`config.mk`:
```
export PLATFORM = sky130hd
export DESIGN_NAME = fetch_unit
export DESIGN_NICKNAME = d
export VERILOG_FILES = /design/src/rtl/fetch_unit.sv
export SDC_FILE = /design/constraint.sdc
export NUM_CORES = 1
export LEC_CHECK = 0
export CORE_ASPECT_RATIO = 0.7
export CORE_MARGIN = 5
export CORE_UTILIZATION = 57
export DETAILED_ROUTE_END_ITERATION = 7
export DONT_BUFFER_PORTS = 1
export PLACE_DENSITY = 0.75
export SLEW_MARGIN = 0
export SYNTH_ARGS = -nofsm -noshare
export SYNTH_HDL_FRONTEND = slang
export SYNTH_SLANG_ARGS = --single-unit
```
`constraint.sdc`:
```
create_clock -name clk -period 4.25 [get_ports clk]
set_input_delay 0.85 -clock clk [delete_from_list [all_inputs] [get_ports clk]]
set_output_delay 0.85 -clock clk [all_outputs]
set_load 0.005 [all_outputs]
```
`src/rtl/fetch_unit.sv`:
```
// fetch_unit: instruction fetch stage sitting directly after the I-cache.
// Owns the PC, keeps a single read outstanding, and queues the returned words
// in a small FIFO that feeds decode over a valid/ready handshake. A branch
// redirect flushes the queue and restarts fetch at the new target.
// Optional build macro: FETCH_PERF_EN adds the perf_fetched / perf_stall counters.
module fetch_unit #(
    parameter int                ADDR_W   = 32,
    parameter int                INST_W   = 32,
    parameter logic [ADDR_W-1:0] RESET_PC = '0,
    parameter int                FQ_DEPTH = 2
) (
    input  logic              clk,
    input  logic              rst,
    output logic              req_valid,
    output logic [ADDR_W-1:0] req_addr,
    input  logic              req_ready,
    input  logic              resp_valid,
    input  logic [INST_W-1:0] resp_data,
    input  logic              redirect_valid,
    input  logic [ADDR_W-1:0] redirect_pc,
    output logic              inst_valid,
    input  logic              inst_ready,
    output logic [INST_W-1:0] inst_data,
    output logic [ADDR_W-1:0] inst_pc
`ifdef FETCH_PERF_EN
    ,
    output logic [31:0]       perf_fetched,
    output logic [31:0]       perf_stall
`endif
);

    localparam int PTR_W = (FQ_DEPTH > 1) ? $clog2(FQ_DEPTH) : 1;
    localparam int CNT_W = $clog2(FQ_DEPTH + 1);

    localparam logic [1:0] S_ISSUE = 2'd0;
    localparam logic [1:0] S_WAIT  = 2'd1;
    localparam logic [1:0] S_FULL  = 2'd2;

    logic [1:0]        state;
    logic [1:0]        state_nxt;
    logic [ADDR_W-1:0] pc;
    logic [ADDR_W-1:0] req_pc;
    logic              drop;

    logic [INST_W-1:0] q_data [FQ_DEPTH];
    logic [ADDR_W-1:0] q_pc   [FQ_DEPTH];
    logic [PTR_W-1:0]  wr_ptr;
    logic [PTR_W-1:0]  rd_ptr;
    logic [CNT_W-1:0]  count;

    logic slot_free;
    logic accept;
    logic push;
    logic pop;
    logic drop_set;

    // Handshake decode: one outstanding request, its queue slot reserved at issue.
    assign slot_free = (count < CNT_W'(FQ_DEPTH));
    assign req_valid = !rst && (state == S_ISSUE) && slot_free;
    assign req_addr  = pc;
    assign accept    = req_valid && req_ready;
    assign inst_valid = (count != '0);
    // A redirect flushes the queue, so a same-cycle pop or push is meaningless.
    assign pop  = inst_valid && inst_ready && !redirect_valid;
    assign push = (state == S_WAIT) && resp_valid && !drop && !redirect_valid;
    // A request that is (or just became) outstanding when the redirect hits must
    // have its response swallowed, so the FSM keeps waiting with drop set.
    assign drop_set = redirect_valid &&
                      (((state == S_WAIT) && !resp_valid) || accept);

    // NOTE: queue storage is not reset; masking the head with inst_valid keeps
    // inst_data/inst_pc at zero whenever nothing is queued.
    assign inst_data = inst_valid ? q_data[rd_ptr] : '0;
    assign inst_pc   = inst_valid ? q_pc[rd_ptr]   : '0;

    // Next-state logic; redirect overrides every normal transition.
    always_comb begin
        // NOTE: default first so every path assigns state_nxt and no latch forms.
        state_nxt = state;
        case (state)
            S_ISSUE: begin
                if (accept)          state_nxt = S_WAIT;
                else if (!slot_free) state_nxt = S_FULL;
            end
            S_WAIT: begin
                if (resp_valid) state_nxt = S_ISSUE;
            end
            S_FULL: begin
                if (pop || slot_free) state_nxt = S_ISSUE;
            end
            default: state_nxt = S_ISSUE;
        endcase
        if (redirect_valid) begin
            state_nxt = drop_set ? S_WAIT : S_ISSUE;
        end
    end

    // FSM, PC and drop-flag registers.
    always_ff @(posedge clk) begin
        // NOTE: non-blocking assignments so every register samples pre-edge values.
        if (rst) begin
            state  <= S_ISSUE;
            pc     <= RESET_PC;
            req_pc <= RESET_PC;
            drop   <= 1'b0;
        end else begin
            state <= state_nxt;
            if (accept) begin
                req_pc <= pc;
            end
            if (redirect_valid) begin
                pc <= redirect_pc & ~ADDR_W'(3);
            end else if (accept) begin
                pc <= pc + ADDR_W'(4);
            end
            if (drop_set) begin
                drop <= 1'b1;
            end else if ((state == S_WAIT) && resp_valid) begin
                drop <= 1'b0;
            end
        end
    end

    // Queue storage write port.
    always_ff @(posedge clk) begin
        if (push) begin
            q_data[wr_ptr] <= resp_data;
            q_pc[wr_ptr]   <= req_pc;
        end
    end

    // Queue pointers and occupancy; a redirect empties the queue.
    always_ff @(posedge clk) begin
        if (rst || redirect_valid) begin
            wr_ptr <= '0;
            rd_ptr <= '0;
            count  <= '0;
        end else begin
            if (push) wr_ptr <= wr_ptr + PTR_W'(1);
            if (pop)  rd_ptr <= rd_ptr + PTR_W'(1);
            case ({push, pop})
                2'b10:   count <= count + CNT_W'(1);
                2'b01:   count <= count - CNT_W'(1);
                default: count <= count;
            endcase
        end
    end

`ifdef FETCH_PERF_EN
    // Performance counters: words enqueued and cycles spent not issuing.
    always_ff @(posedge clk) begin
        if (rst) begin
            perf_fetched <= '0;
            perf_stall   <= '0;
        end else begin
            if (push) perf_fetched <= perf_fetched + 32'd1;
            if ((state == S_WAIT) || (state == S_FULL)) perf_stall <= perf_stall + 32'd1;
        end
    end
`endif

endmodule

```
Word-level counts from Yosys, hierarchy flattened
Memory sizes are Yosys's and may differ from the RTL's. A register that Yosys moved wholly into a read port is not among the register bits.
Cells that the tools add are included.
{"block": "classes", "addsub": 5, "multipliers": 0, "n_div": 0, "n_lt_le_gt_ge": 1, "eq_ne": 7, "shift": 0, "mux": 20, "bitwise": 0, "n_reduce_logical": 24}
{"cell": "2-to-1 mux 32 bit", "count": 4}
{"cell": "adder 32 x 3 -> 32 bit, second input constant", "count": 1}
{"cell": "logical AND 1 bit", "count": 10}
{"cell": "2-to-1 mux 2 bit", "count": 5}
{"cell": "2-to-1 mux 1 bit", "count": 9}
{"cell": "nonzero test 2 bit", "count": 4}
{"cell": "inequality test 3 bit, second input constant", "count": 2}
{"cell": "one-hot mux 2 bit (3 select lines)", "count": 1}
{"cell": "== test 2 x 1 -> 1 bit, second input constant", "count": 2}
{"cell": "== test 2 bit, second input constant", "count": 2}
{"cell": "zero test 1 bit", "count": 4}
{"cell": "inequality test 4 bit, second input constant", "count": 1}
{"cell": "one-hot mux 2 bit (2 select lines)", "count": 1}
{"cell": "logical OR 1 bit", "count": 3}
{"cell": "AND reduction 3 bit", "count": 1}
{"cell": "adder 1 bit, second input constant", "count": 2}
{"cell": "adder 2 x 1 -> 2 bit, second input constant", "count": 1}
{"cell": "zero test 2 bit", "count": 1}
{"cell": "less-than comparator 2 bit, second input constant", "count": 1}
{"cell": "OR reduction 2 bit", "count": 1}
{"cell": "subtractor 2 x 1 -> 2 bit, second input constant", "count": 1}
{"block": "totals", "register_bits": 71, "latch_bits": 0, "ramBits": 128, "romBits": 0, "in_bits": 70, "out_inout_bits": 98, "elab_cells": 67, "n_memories": 2}
{"name": "q_data", "words": 2, "width": 32, "rd": 1, "rd_clocked_by_memory_dff": 1, "wr": 1, "line_no": "45", "text": "logic [INST_W-1:0] q_data [FQ_DEPTH];"}
{"name": "q_pc", "words": 2, "width": 32, "rd": 1, "rd_clocked_by_memory_dff": 1, "wr": 1, "line_no": "46", "text": "logic [ADDR_W-1:0] q_pc [FQ_DEPTH];"}

Longest topological paths before layout
Gate-level depths: netlist (run 1).
{"block": "depth", "ltp_word": 8, "depth_mapped": 9, "mapped_depth_nobuf": 8}

Least setup slack after synthesis (run 1)
OpenSTA, ideal clock, no wires.
{"block": "synth_path", "path_type": "input to register", "startpoint": "input port resp_valid", "endpoint": "memory q_data[0][0] (enable)", "setup_ps": 482, "arrival_time_ps": 3971, "required_time_ps": 3768, "path_slack_ps": -204, "cell_stages": 4, "n_path_buf": 1, "path_cell_list": "nand3b_1 > or3_1 > clkbuf_1 > nor2_1"}
{"block": "synth_via", "elab_chain_len": 5}
{"item": "from (decl)", "line_no": "17", "text": "input logic resp_valid,"}
{"item": "logical AND 1 bit (3 in a row)", "line_no": "65", "text": "assign push = (state == S_WAIT) && resp_valid && !drop && !redirect_valid;"}
{"item": "2-to-1 mux 1 bit", "line_no": "126", "text": "if (push) begin"}
{"item": "2-to-1 mux 1 bit (not written as such)", "line_no": "127", "text": "q_data[wr_ptr] <= resp_data;"}
{"item": "to (decl)", "line_no": "45"}
Every way passes these cells.

Worst setup path in the final report (run 1)
{"block": "layout_path", "startpoint": "register count[1]", "endpoint": "output port inst_data[15]"}
{"block": "layout_via", "elab_chain_len": 2}
{"item": "from (decl)", "line_no": "49", "text": "logic [CNT_W-1:0] count;"}
{"item": "from (signal assigned)", "line_no": "142", "text": "2'b10: count <= count + CNT_W'(1);"}
{"item": "from (signal assigned)", "line_no": "143", "text": "2'b01: count <= count - CNT_W'(1);"}
{"item": "from (signal assigned)", "line_no": "144", "text": "default: count <= count;"}
{"item": "nonzero test 2 bit", "line_no": "62", "text": "assign inst_valid = (count != '0);"}
{"item": "2-to-1 mux 32 bit", "line_no": "73", "text": "assign inst_data = inst_valid ? q_data[rd_ptr] : '0;"}
{"item": "to (decl)", "line_no": "23", "text": "output logic [INST_W-1:0] inst_data,"}
Every way passes these cells.

==> flow_summary.json, run 1 <==
{
  "cts.repair.resized": 0,
  "clock_latency_ns": 0.42,
  "h-tree-depth": 4,
  "ys_ff_latch": 192,
  "final_area_um2": 8580,
  "crit_buf_inv": 1,
  "critPathSlowestCell": "nor2_4",
  "start_util_pct": 58.9,
  "worstMarginPinSlew_ns": 1.22,
  "cts_tree": "built",
  "max_freq_mhz": 327,
  "io_pins": 168,
  "power_density_nw_per_um2": 446,
  "crit_family": "simple AND/OR/NAND/NOR gates",
  "synth_fa_ha_area_share_pct": 0.319,
  "worstHoldPathType": "reg -> reg",
  "antenna_found_initial": 0,
  "crit_fanout": 44,
  "power_switching_mw": 0.866,
  "switching_share_pct": 22.6,
  "tns_ns": 0,
  "synthDistinctLibCells": 48,
  "drt_iter0_markers": 393,
  "fin_skew_ns": 0.00697,
  "vias": 5090,
  "clk_path_buf_depth": 2,
  "hold_viol_final": 0,
  "drt_first_pass_iters": 5,
  "drc_errors": 0,
  "nets": 721,
  "viasPerCell": 6.01,
  "syn_to_final_growth_pct": 9.46,
  "drtAntennaViolNets": 0,
  "critPathRequiredTime_ns": 3.40,
  "p_int_mw": 2.96,
  "grt_usage_pct": 21.7,
  "cts_setup_buffers": 0,
  "dp_hpwl_mm": 11.6,
  "synth-async-reset-ratio_pct": 0,
  "die_area_um2": 16200,
  "fin_crit_ns": 3.06,
  "synthTopCellsByArea": "edfxtp_1 47%, dfxtp_1 17%, mux2i_1 7.9%",
  "post-route-period-util_pct": 72.1,
  "slowest_delay_ns": 0.85,
  "synth_top_area_cell": "edfxtp_1",
  "yosys_warnings": 0,
  "arrival_ns": 2.21,
  "rsz0062_at_grt": "false",
  "synthSimpleGateAreaFrac_pct": 14.9,
  "final_layout_size_suffix_gt1_share_pct": 7.40,
  "synth_top_area_share_pct": 47.5,
  "antenna_cells": 0,
  "netlist_area_um2": 7840,
  "crit_type": "reg -> out",
  "worstSetupEndpointType": "output pin",
  "grtUsageMet2_pct": 33.7,
  "gr-total-overflow": 0,
  "cts_sinks": 192,
  "root_buffer": "clkbuf_16",
  "p_leak_nw": 2.61,
  "yosysSeqAreaShare_pct": 64.8,
  "synthCells": 665,
  "clk_pin_slew_worst_paths_ns": 0.07,
  "finalSetupViolCount": 0,
  "utilization_pct": 64.5,
  "status": "completed",
  "core_area_um2": 13300,
  "synthMuxAreaShare_pct": 7.91,
  "die_x_um": 150,
  "max-vdd-ir-drop_v": 0.000309,
  "post_drt_wl_per_cell_um": 20.5,
  "portBuffers": 0,
  "synth_edf_count": 124,
  "maxCapViolCount": 0,
  "synth-xor-area-share_pct": 1.56,
  "fp-row-count": 35,
  "grt_use_met3_pct": 7.37,
  "cts_buffers": 17,
  "dieHeight_um": 108,
  "critPathLaunchType": "flip-flop",
  "avgSynthCellArea_um2": 11.8,
  "synth_compound_area_share_pct": 7.45,
  "place.gp.congestion": 0.880,
  "grt_pass1_vias": 4922,
  "power_frac_comb_pct": 3.3,
  "grt_max_degree": 70,
  "slew_headroom_pct": 18.9,
  "synth.most_common_cell": "edfxtp_1",
  "worstPathCellList": "nor2_4 -> buf_4 -> nor2_1",
  "ys.flop_type": "edfxtp_1",
  "finalMaxSlewViolations": 0,
  "grt-busiest-layer": "met2",
  "power_frac_clock_pct": 42.1,
  "hold_buffers": 0,
  "whs_ns": 0.451,
  "pwr-share-seq_pct": 54.6,
  "dpl-instance-area_um2": 7980,
  "use_met1_pct": 28.8,
  "routed_wl_mm": 17.3,
  "synth_top_family_by_area": "simple AND/OR/NAND/NOR gates",
  "yosys-top-cells-count": "124 x edfxtp_1, 96 x nor2_1, 75 x nand2_1",
  "fillers": 1028,
  "grt_pass1_wl_mm": 27.0
}
layout by cell type (no fill, tap or decap), types with 7 or more instances in the layout:
| cell | n |
|---|---|
| xnor2_1 | 9 |
| nor2_1 | 93 |
| buf_4 | 8 |
| inv_1 | 10 |
| dfxtp_1 | 67 |
| a311oi_1 | 10 |
| or3_1 | 10 |
| clkbuf_16 | 17 |
| nand2_1 | 75 |
| nor4_1 | 7 |
| nand4_1 | 10 |
| nor3_1 | 7 |
| edfxtp_1 | 124 |
| a21oi_1 | 36 |
| or4_1 | 9 |
| mux2i_1 | 62 |
| nand3_1 | 8 |
| a211oi_1 | 11 |
state kept, by name, summed over array words and instances (netlist names), named ones only:
name,cells
q_data,64
q_pc,60
req_addr,30
req_pc,30
count,2
state,2
drop,1
rd_ptr,1
wr_ptr,1
cell type report:
type	count	area (um2)	area share, %
Tap cell	185	231	2.70
Inverter	10	37.5	0.437
Clock buffer	17	425	4.96
Sequential cell	192	5090	59.3
Multi-Input combinational cell	420	2570	29.9
Clock inverter	15	175	2.04
Timing Repair Buffer	8	60.1	0.700
per-stage QoR:
stage / worst slack [ns] / power [mW] / instances
6_report: 1.19 / 3.83 / 847
5_1_grt: 1.00 / 3.96 / 847
3_3_place_gp: 1.25 / 2.25 / 815
4_1_cts: 1.14 / 3.85 / 847
2_1_floorplan: -0.204 / 2.22 / 668
3_5_place_dp: 1.20 / 2.26 / 815
layer usage:
metal  up-vias  part of all wire [%]
met4         0                   1.7
met3        21                   9.5
met2       231                    47
met5         -                     0
li1       2390                     -
met1      2448                    42
cells by family (layout without fill, tap and decap cells):
logic type	count (synthesis)	after routing
AO/OA/AOI/OAI	89	89
adder cells (fa/ha/maj)	2	2
flip-flops	192	192
AND/OR/NAND/NOR	249	249
other	1	4
buffers and inverters	56	50
XOR/XNOR	14	14
multiplexers	62	62
worst register-to-register path, delay by kind of cell (launching register included):
family	cells	cell delay, ns
simple gates	3	2.02
compound gates	1	0.24
flops	1	0.42
final timing paths:
check	start	end	slack (ns)	depth (start not counted)
setup / recovery	count[1]$_SDFFE_PP0P_	inst_data[15]	1.19	3
hold / removal	drop$_SDFFE_PP0P_	drop$_SDFFE_PP0P_	0.45	2
setup reg to reg	count[1]$_SDFFE_PP0P_	req_addr[25]$_SDFFE_PP0P_	1.48	4
hold reg to reg	drop$_SDFFE_PP0P_	drop$_SDFFE_PP0P_	0.45	2
power groups by stage:
stage | Combinational [mW] | Clock [mW] | Sequential, mW
after global routing | 0.144 | 1.72 | 2.09
after floorplan | 0.113 | 0 | 2.11
after CTS | 0.127 | 1.64 | 2.09
final | 0.127 | 1.61 | 2.09
after detailed placement | 0.126 | 0 | 2.13
after global placement | 0.122 | 0 | 2.13
No activity file was read; power rests on OpenSTA's default activity.
==> run 2, diff against run 1 <==
--- a/config.mk
+++ b/config.mk
@@ -7,10 +7,10 @@
 export LEC_CHECK = 0
 export CORE_ASPECT_RATIO = 0.7
 export CORE_MARGIN = 5
-export CORE_UTILIZATION = 57
+export CORE_UTILIZATION = 63
 export DETAILED_ROUTE_END_ITERATION = 7
 export DONT_BUFFER_PORTS = 1
-export PLACE_DENSITY = 0.75
+export PLACE_DENSITY = 0.79
 export SLEW_MARGIN = 0
 export SYNTH_ARGS = -nofsm -noshare
 export SYNTH_HDL_FRONTEND = slang
==> constraint.sdc (replaced) <==
create_clock -name clk -period 3.2 [get_ports clk]
set_input_delay 0.64 -clock clk [delete_from_list [all_inputs] [get_ports clk]]
set_output_delay 0.64 -clock clk [all_outputs]
set_load 0.005 [all_outputs]
==> flow_summary.json, run 2 (synthesis results as in run 1) <==
{
  "h-tree-depth": 4,
  "clock_latency_ns": 0.43,
  "clk_path_buf_depth": 2,
  "viasPerCell": 6.21,
  "largest_reg_flops": 64,
  "rr_startpoint": "count[1]$_SDFFE_PP0P_",
  "power_switching_mw": 1.10,
  "grt_usage_pct": 22.2,
  "grt_pass1_vias": 4843,
  "critPathRequiredTime_ns": 3.54,
  "status": "completed",
  "nets": 724,
  "place.gp.congestion": 0.909,
  "fin_skew_ns": 0.0111,
  "routed_wl_mm": 16.5,
  "switching_share_pct": 21.5,
  "finalSetupViolCount": 0,
  "dpl-instance-area_um2": 8020,
  "drt_first_pass_iters": 5,
  "antenna_found_initial": 0,
  "vias": 5136,
  "use_met1_pct": 29.3,
  "regMostFlops": "q_data",
  "worst-r2r-cell-count": 4,
  "drt_iter0_markers": 324,
  "cts.repair.resized": 0,
  "fp-row-count": 34,
  "setup.worst_path.start": "count[1]$_SDFFE_PP0P_",
  "die_area_um2": 14800,
  "clk_pin_slew_worst_paths_ns": 0.08,
  "power_frac_comb_pct": 3.4,
  "min_path_cells": 1,
  "cts_buffers": 17,
  "power_density_nw_per_um2": 591,
  "arrival_ns": 2.91,
  "dp_hpwl_mm": 11.1,
  "utilization_pct": 70.2,
  "dieHeight_um": 103,
  "slew_headroom_pct": 56.9,
  "cts_tree": "built",
  "cts_sinks": 192,
  "tns_ns": 0,
  "hold_viol_final": 0,
  "io_pins": 168,
  "grt_pass1_wl_mm": 25.4,
  "hold_buffers": 0,
  "crit_type": "reg -> reg",
  "core_area_um2": 12300,
  "pwr-share-seq_pct": 54.3,
  "gr-total-overflow": 0,
  "fin_crit_ns": 2.58,
  "cts_setup_buffers": 0,
  "antenna_cells": 0,
  "stdcell_count": 827,
  "rsz0062_at_grt": "false",
  "drc_errors": 0,
  "worstSetupEndpointType": "flip-flop",
  "final_cell_mix": "124 x edfxtp_1, 93 x nor2_1, 75 x nand2_1",
  "critPathLaunchType": "flip-flop",
  "grtUsageMet2_pct": 34.9,
  "grt_use_met3_pct": 8.32,
  "grt_max_degree": 70,
  "placed_cells": 795,
  "portBuffers": 0,
  "p_int_mw": 4.00,
  "whs_ns": 0.271,
  "max_freq_mhz": 388,
  "maxCapViolCount": 0,
  "start_util_pct": 63.8,
  "max-vdd-ir-drop_v": 0.000401,
  "die_x_um": 143,
  "final_common_cell": "edfxtp_1",
  "final_area_um2": 8630,
  "root_buffer": "clkbuf_16",
  "post_drt_wl_per_cell_um": 19.9,
  "drtAntennaViolNets": 0,
  "final_layout_size_suffix_gt1_share_pct": 7.67,
  "post-route-period-util_pct": 80.6,
  "crit_fanout": 20,
  "worstMarginPinSlew_ns": 0.641,
  "reg_top3": "q_data: 64 flops, q_pc: 60 flops",
  "finalMaxSlewViolations": 0,
  "min_from": "rst",
  "power_frac_clock_pct": 42.3,
  "grt-busiest-layer": "met2",
  "p_leak_nw": 2.64,
  "worstHoldPathType": "in -> reg",
  "syn_to_final_growth_pct": 9.99
}
## run 2: final cells by class
| cell class | instances | area [um2] |
|---|---|---|
| flip-flops and latches | 192 | 5090 |
| fillers | 870 | 3670 |
| multi-input cells | 420 | 2570 |
| clock buffers | 18 | 429 |
| well taps | 162 | 203 |
| clock inverters | 14 | 181 |
| repair buffers | 11 | 120 |
| inverters | 10 | 37.5 |
## run 2: stage by stage
step	power (mW)	setup WS, ns
after CTS	5.12	0.633
after global placement	2.98	0.564
after detailed placement	2.99	0.524
final	5.10	0.622
after global routing	5.27	0.465
after floorplan	2.95	-0.0169
## run 2: path summary, 6_finish.rpt
kind                          endpoint  slack [ns]
max          req_addr[25]$_SDFFE_PP0P_        0.62
min           req_addr[8]$_SDFFE_PP0P_        0.27
max reg2reg  req_addr[25]$_SDFFE_PP0P_        0.62
min reg2reg          drop$_SDFFE_PP0P_        0.44
## run 2: power by group through the flow
| stage | combinational (mW) | sequential (mW) | clock, mW |
|---|---|---|---|
| 3_3_place_gp | 0.163 | 2.82 | 0 |
| 4_1_cts | 0.171 | 2.77 | 2.18 |
| 2_1_floorplan | 0.150 | 2.80 | 0 |
| 5_1_grt | 0.191 | 2.78 | 2.30 |
| 6_report | 0.172 | 2.77 | 2.16 |
| 3_5_place_dp | 0.170 | 2.82 | 0 |
## run 2: per-layer routing
metal	routed length, um	up-vias
li1	-	2395
met2	7660	230
met1	6820	2483
met4	301	0
met3	1700	28
met5	0	-
## run 2: worst max-delay path: stages, from the launching register on
cell      delay, ns
dfxtp_1        0.41
or4b_4         0.71
or4_1          0.66
or4_1          0.44
a311oi_1       0.26
